$ cat src/rtl/fifo_wr_arb.sv
// Two-producer write arbiter for a single FIFO write port.
// Bursts of up to BURST_LEN words per grant, with a round-robin pointer between bursts.
module fifo_wr_arb #(
  parameter int FIFO_WIDTH = 16,
  parameter int BURST_LEN  = 4
) (
  input  logic                  clk,
  input  logic                  rst_n,
  input  logic                  req0,
  input  logic                  req1,
  input  logic [FIFO_WIDTH-1:0] data0,
  input  logic [FIFO_WIDTH-1:0] data1,
  input  logic                  full,
  input  logic                  almostfull,
  output logic                  gnt0,
  output logic                  gnt1,
  output logic [FIFO_WIDTH-1:0] data_in,
  output logic                  wr_en
);

  typedef enum logic [1:0] {
    IDLE   = 2'd0,
    SERVE0 = 2'd1,
    SERVE1 = 2'd2
  } state_t;

  localparam logic [3:0] BURST_MAX = 4'(BURST_LEN);

  state_t                state;
  logic                  prio;
  logic [3:0]            beat_cnt;

  logic                  serving;
  logic                  serving1;
  logic                  req_cur;
  logic                  req_oth;
  logic [FIFO_WIDTH-1:0] data_cur;
  logic                  accept;
  logic [3:0]            beat_nxt;
  logic                  last_beat;

  // A write still in flight while the FIFO sits at DEPTH-1 fills it, so it blocks this accept.
  always_comb begin
    serving   = (state == SERVE0) || (state == SERVE1);
    serving1  = (state == SERVE1);
    req_cur   = serving1 ? req1 : req0;
    req_oth   = serving1 ? req0 : req1;
    data_cur  = serving1 ? data1 : data0;
    accept    = serving && req_cur && !full && !(wr_en && almostfull);
    beat_nxt  = beat_cnt + 4'd1;
    last_beat = accept && (beat_nxt == BURST_MAX);
  end

  always_ff @(posedge clk) begin
    if (!rst_n) begin
      state    <= IDLE;
      prio     <= 1'b0;
      beat_cnt <= 4'd0;
      wr_en    <= 1'b0;
      gnt0     <= 1'b0;
      gnt1     <= 1'b0;
      data_in  <= '0;
    end else begin
      wr_en <= accept;
      gnt0  <= accept && !serving1;
      gnt1  <= accept && serving1;
      if (accept) begin
        data_in <= data_cur;
      end

      case (state)
        IDLE: begin
          if (req0 && req1) begin
            state <= prio ? SERVE1 : SERVE0;
          end else if (req0) begin
            state <= SERVE0;
          end else if (req1) begin
            state <= SERVE1;
          end
        end
        SERVE0, SERVE1: begin
          // On exit the other producer gets priority; a lone requester restarts its burst.
          if (!req_cur || last_beat) begin
            prio     <= !serving1;
            beat_cnt <= 4'd0;
            if (req_oth) begin
              state <= serving1 ? SERVE0 : SERVE1;
            end else if (!req_cur) begin
              state <= IDLE;
            end
          end else if (accept) begin
            beat_cnt <= beat_nxt;
          end
        end
        default: begin
          state    <= IDLE;
          beat_cnt <= 4'd0;
        end
      endcase
    end
  end

endmodule
$ cat config.mk
export PLATFORM = sky130hd
export DESIGN_NAME = fifo_wr_arb
export DESIGN_NICKNAME = d
export VERILOG_FILES = /design/src/rtl/fifo_wr_arb.sv
export SDC_FILE = /design/constraint.sdc
export NUM_CORES = 1
export LEC_CHECK = 0
export BUFFER_PORTS_ARGS = -buffer_cell sky130_fd_sc_hd__clkbuf_2
export CAP_MARGIN = 30
export CELL_PAD_IN_SITES_DETAIL_PLACEMENT = 0
export CELL_PAD_IN_SITES_GLOBAL_PLACEMENT = 1
export CORE_MARGIN = 10
export CORE_UTILIZATION = 34
export CTS_CLUSTER_DIAMETER = 120
export CTS_CLUSTER_SIZE = 12
export DETAILED_ROUTE_END_ITERATION = 8
export PLACE_DENSITY_LB_ADDON = 0.1
export SLEW_MARGIN = 20
export SYNTH_ARGS = -nofsm -noshare
export SYNTH_HDL_FRONTEND = slang
export SYNTH_SLANG_ARGS = --single-unit
$ cat constraint.sdc
create_clock -name clk -period 1.9 [get_ports clk]
set_input_delay 0.095 -clock clk [delete_from_list [all_inputs] [get_ports clk]]
set_output_delay 0.095 -clock clk [all_outputs]
set_load 0.02 [all_outputs]
Word level (Yosys, flattened, before mapping):

Index checks and enable logic that the tools add are counted.

* bitwise operators: 1
* eq/ne operators: 7
* add/sub/neg operators: 1
* reduce and logical (&&, ||, !) cells: 19
* mux-type cells: 15

Operators by type and width (number)
* two-way mux 16 bit: 1
* two-way mux 2 bit: 8
* logical AND 1 bit: 8
* two-way mux 4 bit: 2
* case mux 4 bit (2 select lines): 1
* inequality test 3 bit, second input constant: 2
* adder 4 x 1 -> 4 bit, second input constant: 1
* equality test 4 x 3 -> 1 bit, second input constant: 1
* logical NOT 1 bit: 4
* inequality test 4 bit, second input constant: 1
* case mux 2 bit (2 select lines): 1
* AND reduction 2 bit: 2
* AND reduction 3 bit: 1
* equality test 2 x 1 -> 1 bit, second input constant: 1
* equality test 2 bit, second input constant: 1
* logical NOT 2 bit: 1
* logical OR 1 bit: 2
* two-way mux 1 bit: 2
* inequality test 2 bit, second input constant: 1
* OR reduction 2 bit: 1
* NOT 1 bit: 1

* input port bits: 38
* register bits: 26
* output and inout bits: 19

Logic depth before layout (Yosys ltp):

* word-level depth: 9
* mapped depth: 8
* gate-level depth less buffers: 6

Worst setup path before layout:

Ideal clock, no wire load.

* kind: reg2reg
* start point: register state[0]
* end point: register state[0]
* setup slack: 0.196 ns
* path buffers: 1
* data required time: 1.830 ns
* clock period less this slack: 1.704 ns
* cell stages (with the launch flop): 8
* data arrival time: 1.634 ns
* library setup time: 0.070 ns
* cells stage by stage: dfxtp_1 > inv_1 > ha_1 > buf_6 > mux2i_4 > a311oi_2 > or4b_1 > a21boi_1

* longest elaborated chain between the ends: 9

Ends and longest elaborated chain
* start: declaration: line 29 `state_t state;`
* start signal: assignment: line 74 `state <= prio ? SERVE1 : SERVE0;`
* start signal: assignment: line 87 `state <= serving1 ? SERVE0 : SERVE1;`
* equality test 2 bit / equality test 2 x 1 -> 1 bit (equally long branches): line 44, 45, 71
* two-way mux 1 bit / logical OR 1 bit (equally long branches): line 46, 44
* logical AND 1 bit (3 in series): line 49 `accept = serving && req_cur && !full && !(wr_en && almostfull);`
* logical AND 1 bit: line 51 `last_beat = accept && (beat_nxt == BURST_MAX);`
* logical OR 1 bit: line 83 `if (!req_cur || last_beat) begin`
* inequality test 2 bit (no source line)
* AND reduction 3 bit (no source line)

Several ways; a longest one is shown, not always the timed one. The select of a mux whose other input is x is not followed.
A chain may end at the register's enable or synchronous reset.

Final worst setup path:

* start point: register state[1]
* end point: register state[0]

The elaborated chain is that of the path after synthesis.

==> impl_metrics.csv <==
group,metric,value,unit
run_status,status,"finished clean",
timing,max_freq,563,MHz
setup_path,path_max_fanout,5,
logic_synthesis,ys_top_cells_by_area,"dfxtp_1 (38%), mux2i_1 (12%), o211a_1 (12%), nand2_1 (6.6%), ha_1 (3.7%)",
power,power.switching,0.000816,W
layout,antenna_cells,0,
power,ir_worst_vdd,0.454,mV
placement,placed_area,1710,um^2
logic_synthesis,yosysWarnings,0,
route,via_per_inst,4.96,
timing,setup_viol,0,
logic_synthesis,yosys_register_bits,26,
layout,fin_area,1790,um^2
power,pwr-share-seq,33.1,%
clock_tree,holdBufCountCts,0,
logic_synthesis,syn_inst,141,
logic_synthesis,syn-num-nets,183,
clock_tree,clockBufferDepth,2,
timing,rsz0062_at_grt,"false",
timing,timing_hold_violations_final,0,
layout,areaGrowthSynthToFinish,31.2,%
grt,grt_pass1_wl,5.91,mm
layout,n_fill_cell,363,
logic_synthesis,syn_area,1360,um^2
layout,layout.cells.non_filler,247,
timing,clock_skew,0.00483,ns
timing,hold_slack,0.163,ns
timing,final_max_slew_viol_count,0,
clock_tree,cts_tree,"done",
placement,io_buffers,56,
power,p_clk_share,20.9,%
power,switching_share,37.2,%
clock_tree,cts_buffers,3,
grt,grt_max_degree,31,
timing,worst_slew_pin_slew,0.323,ns
route,drt-pass1-iter-count,4,
setup_path,crit_arrival,1.97,ns
timing,tns,0,ns
clock_tree,clkSinkCount,26,
route,drc_errors,0,
power,combPwrFrac,46.0,%
flow_run,maxCapViolations,0,
hold_path,hold_path.class,"input pin to flop",
setup_path,cp.required,2.10,ns
layout,layout.nets,242,
power,intPower,0.00138,W
setup_path,end_kind,"flop",
layout,layout-drive-gt1-share,37.7,%
placement,placedCellCount,243,
timing,finalCritPeriodShare,93.4,%
floorplanning,io_pins,57,
placement,dp_hpwl,2.80,mm
layout,final_util,47.3,%
power,p_leak,0.966,nW
route,drtIter0Drc,90,
logic_synthesis,syn_avg_cell_area,9.65,um^2
clock_tree,clkTransAtPathRegs,0.09,ns
grt,antenna_found_initial,0,
timing,fin_crit,1.77,ns
placement,gp_congestion,0.781,
setup_path,path_buf_inv,0,
setup_path,crit_chain,"ha_2 > mux2i_4 > a311oi_2 > or4b_1 > a21boi_1",
timing,max_slew_margin,78.4,%
logic_synthesis,synth.distinct_cells,39,
route,wl,3.55,mm
floorplanning,initial_core_util,36.1,%
floorplanning,core,3770,um^2
floorplanning,die_h,83.3,um
setup_path,path_class,"flop to flop",
setup_path,crit_family,"simple AND/OR/NAND/NOR gates",
route,num_vias,1226,
setup_path,timing.critical_path.slowest_cell_delay,0.51,ns
logic_synthesis,yosys.area.top_type_share,38.2,%
grt,grt_overflow,0,
route,drtAntennaViolNets,0,
route,wl_per_cell,14.4,um
floorplanning,dieArea,6930,um^2
logic_synthesis,synth_top_area_cell,"dfxtp_1",
clock_tree,cts-htree-levels,1,
setup_path,startpoint_type,"flop",
clock_tree,cts_setup_buffers,0,
logic_synthesis,ys_seq_area_share,38.2,%
setup_path,cp_slowest_cell,"or4b_1",
clock_tree,post_cts_resized,0,
power,power_density,1230,nW/um^2
grt,grt_pass1_vias,1292,
floorplanning,die_w,83.3,um
clock_tree,root_buffer,"clkbuf_8",
floorplanning,rows,22,
clock_tree,clock_latency,0.27,ns
grt,track_usage,9.73,%
power groups by stage:
stage / combinational [W] / sequential [W] / clock [W]
floorplan: 0.000645 / 0.000826 / 0
global placement: 0.00101 / 0.000727 / 0
detailed placement: 0.00101 / 0.000735 / 0
CTS: 0.00102 / 0.000724 / 0.000478
global route: 0.00111 / 0.000739 / 0.000496
finish: 0.00101 / 0.000725 / 0.000458
kinds of logic after synthesis:
group / Yosys count / share of synthesized area (%)
fa+ha+maj: 4 / 3.68
buf+inv: 14 / 4.87
mux: 17 / 13.4
flops: 26 / 38.2
simple gates: 43 / 16.8
compound gates: 37 / 23.0
through the flow:
stage | worst slack (ns) | power, W
3_3_place_gp | 0.126 | 0.00173
6_report | 0.125 | 0.00219
5_1_grt | 0.00306 | 0.00234
4_1_cts | 0.0581 | 0.00222
2_1_floorplan | 0.196 | 0.00147
3_5_place_dp | 0.0749 | 0.00175
cells in the mapped netlist:
| master | n |
|---|---|
| nor3b_2 | 1 |
| nor2_1 | 1 |
| or2_1 | 1 |
| clkbuf_1 | 3 |
| o311a_1 | 1 |
| mux2i_1 | 16 |
| o32ai_1 | 2 |
| nand3_1 | 1 |
| nand2_1 | 24 |
| a21oi_2 | 1 |
| nand4_1 | 1 |
| a311oi_2 | 1 |
| a21oi_1 | 6 |
| o211a_1 | 16 |
| and3_1 | 2 |
| and2_1 | 1 |
| buf_6 | 1 |
| nand4b_1 | 1 |
| o211ai_1 | 1 |
| buf_1 | 1 |
| nor3_1 | 1 |
| nand2b_1 | 5 |
| or3b_1 | 1 |
| o22ai_1 | 1 |
| a21boi_1 | 1 |
| ha_1 | 4 |
| o41ai_1 | 1 |
| or4b_1 | 1 |
| nor3_4 | 1 |
| a22oi_1 | 1 |
| inv_1 | 4 |
| mux2i_4 | 1 |
| nor2b_1 | 1 |
| buf_2 | 5 |
| o21bai_1 | 1 |
| dfxtp_1 | 26 |
| o21ai_0 | 2 |
| a21o_1 | 1 |
| o2bb2ai_1 | 1 |
sequential cells by signal, summed over array words and instances, names as in the netlist:
register and count:
gnt1 1, prio 1, gnt0 1, beat_cnt 4, wr_en 1, state 2, data_in 16
layout by cell type, fill, tap and decap left out, types with 2 or more instances in the layout:
cell type / n
and3_1: 2
nand2b_1: 5
clkbuf_2: 56
mux2i_1: 16
a21oi_1: 6
clkbuf_8: 3
dfxtp_1: 25
o32ai_1: 2
ha_1: 3
inv_1: 4
nand2_1: 24
buf_4: 8
o21ai_0: 2
o211a_1: 16
per-layer routing:
layer / vias to the layer above / track usage, % / share of wire [%]
met1: 554 / 11.4 / 45
met3: 2 / 4.59 / 9.0
met2: 40 / 15.2 / 45
met4: 0 / 3.23 / 0.42
li1: 630 / - / -
met5: - / 0 / 0
cell type report:
| cell class | count | area [um^2] | area share (%) |
|---|---|---|---|
| inverter | 4 | 15.0 | 0.841 |
| sequential | 26 | 522 | 29.2 |
| tap | 48 | 60.1 | 3.36 |
| clock inverter | 1 | 30.0 | 1.68 |
| timing repair buffer | 64 | 340 | 19.1 |
| clock buffer | 3 | 41.3 | 2.31 |
| multi-input combinational | 101 | 777 | 43.5 |
worst reg2reg max path, cell delays in order (launching register included):
cell      delay, ns
dfxtp_1        0.40
ha_2           0.26
mux2i_4        0.34
a311oi_2       0.09
or4b_1         0.51
a21boi_1       0.12
final timing paths:
| path | depth (start not counted) | to | slack [ns] | from |
|---|---|---|---|---|
| max | 5 | state[0] | 0.13 | state[1] |
| min reg2reg | 2 | beat_cnt[1] | 0.50 | beat_cnt[1] |
| max reg2reg | 5 | state[0] | 0.13 | state[1] |
| min | 4 | data_in[9] | 0.16 | data0[9] |
Power figures use the tool's default switching activity.
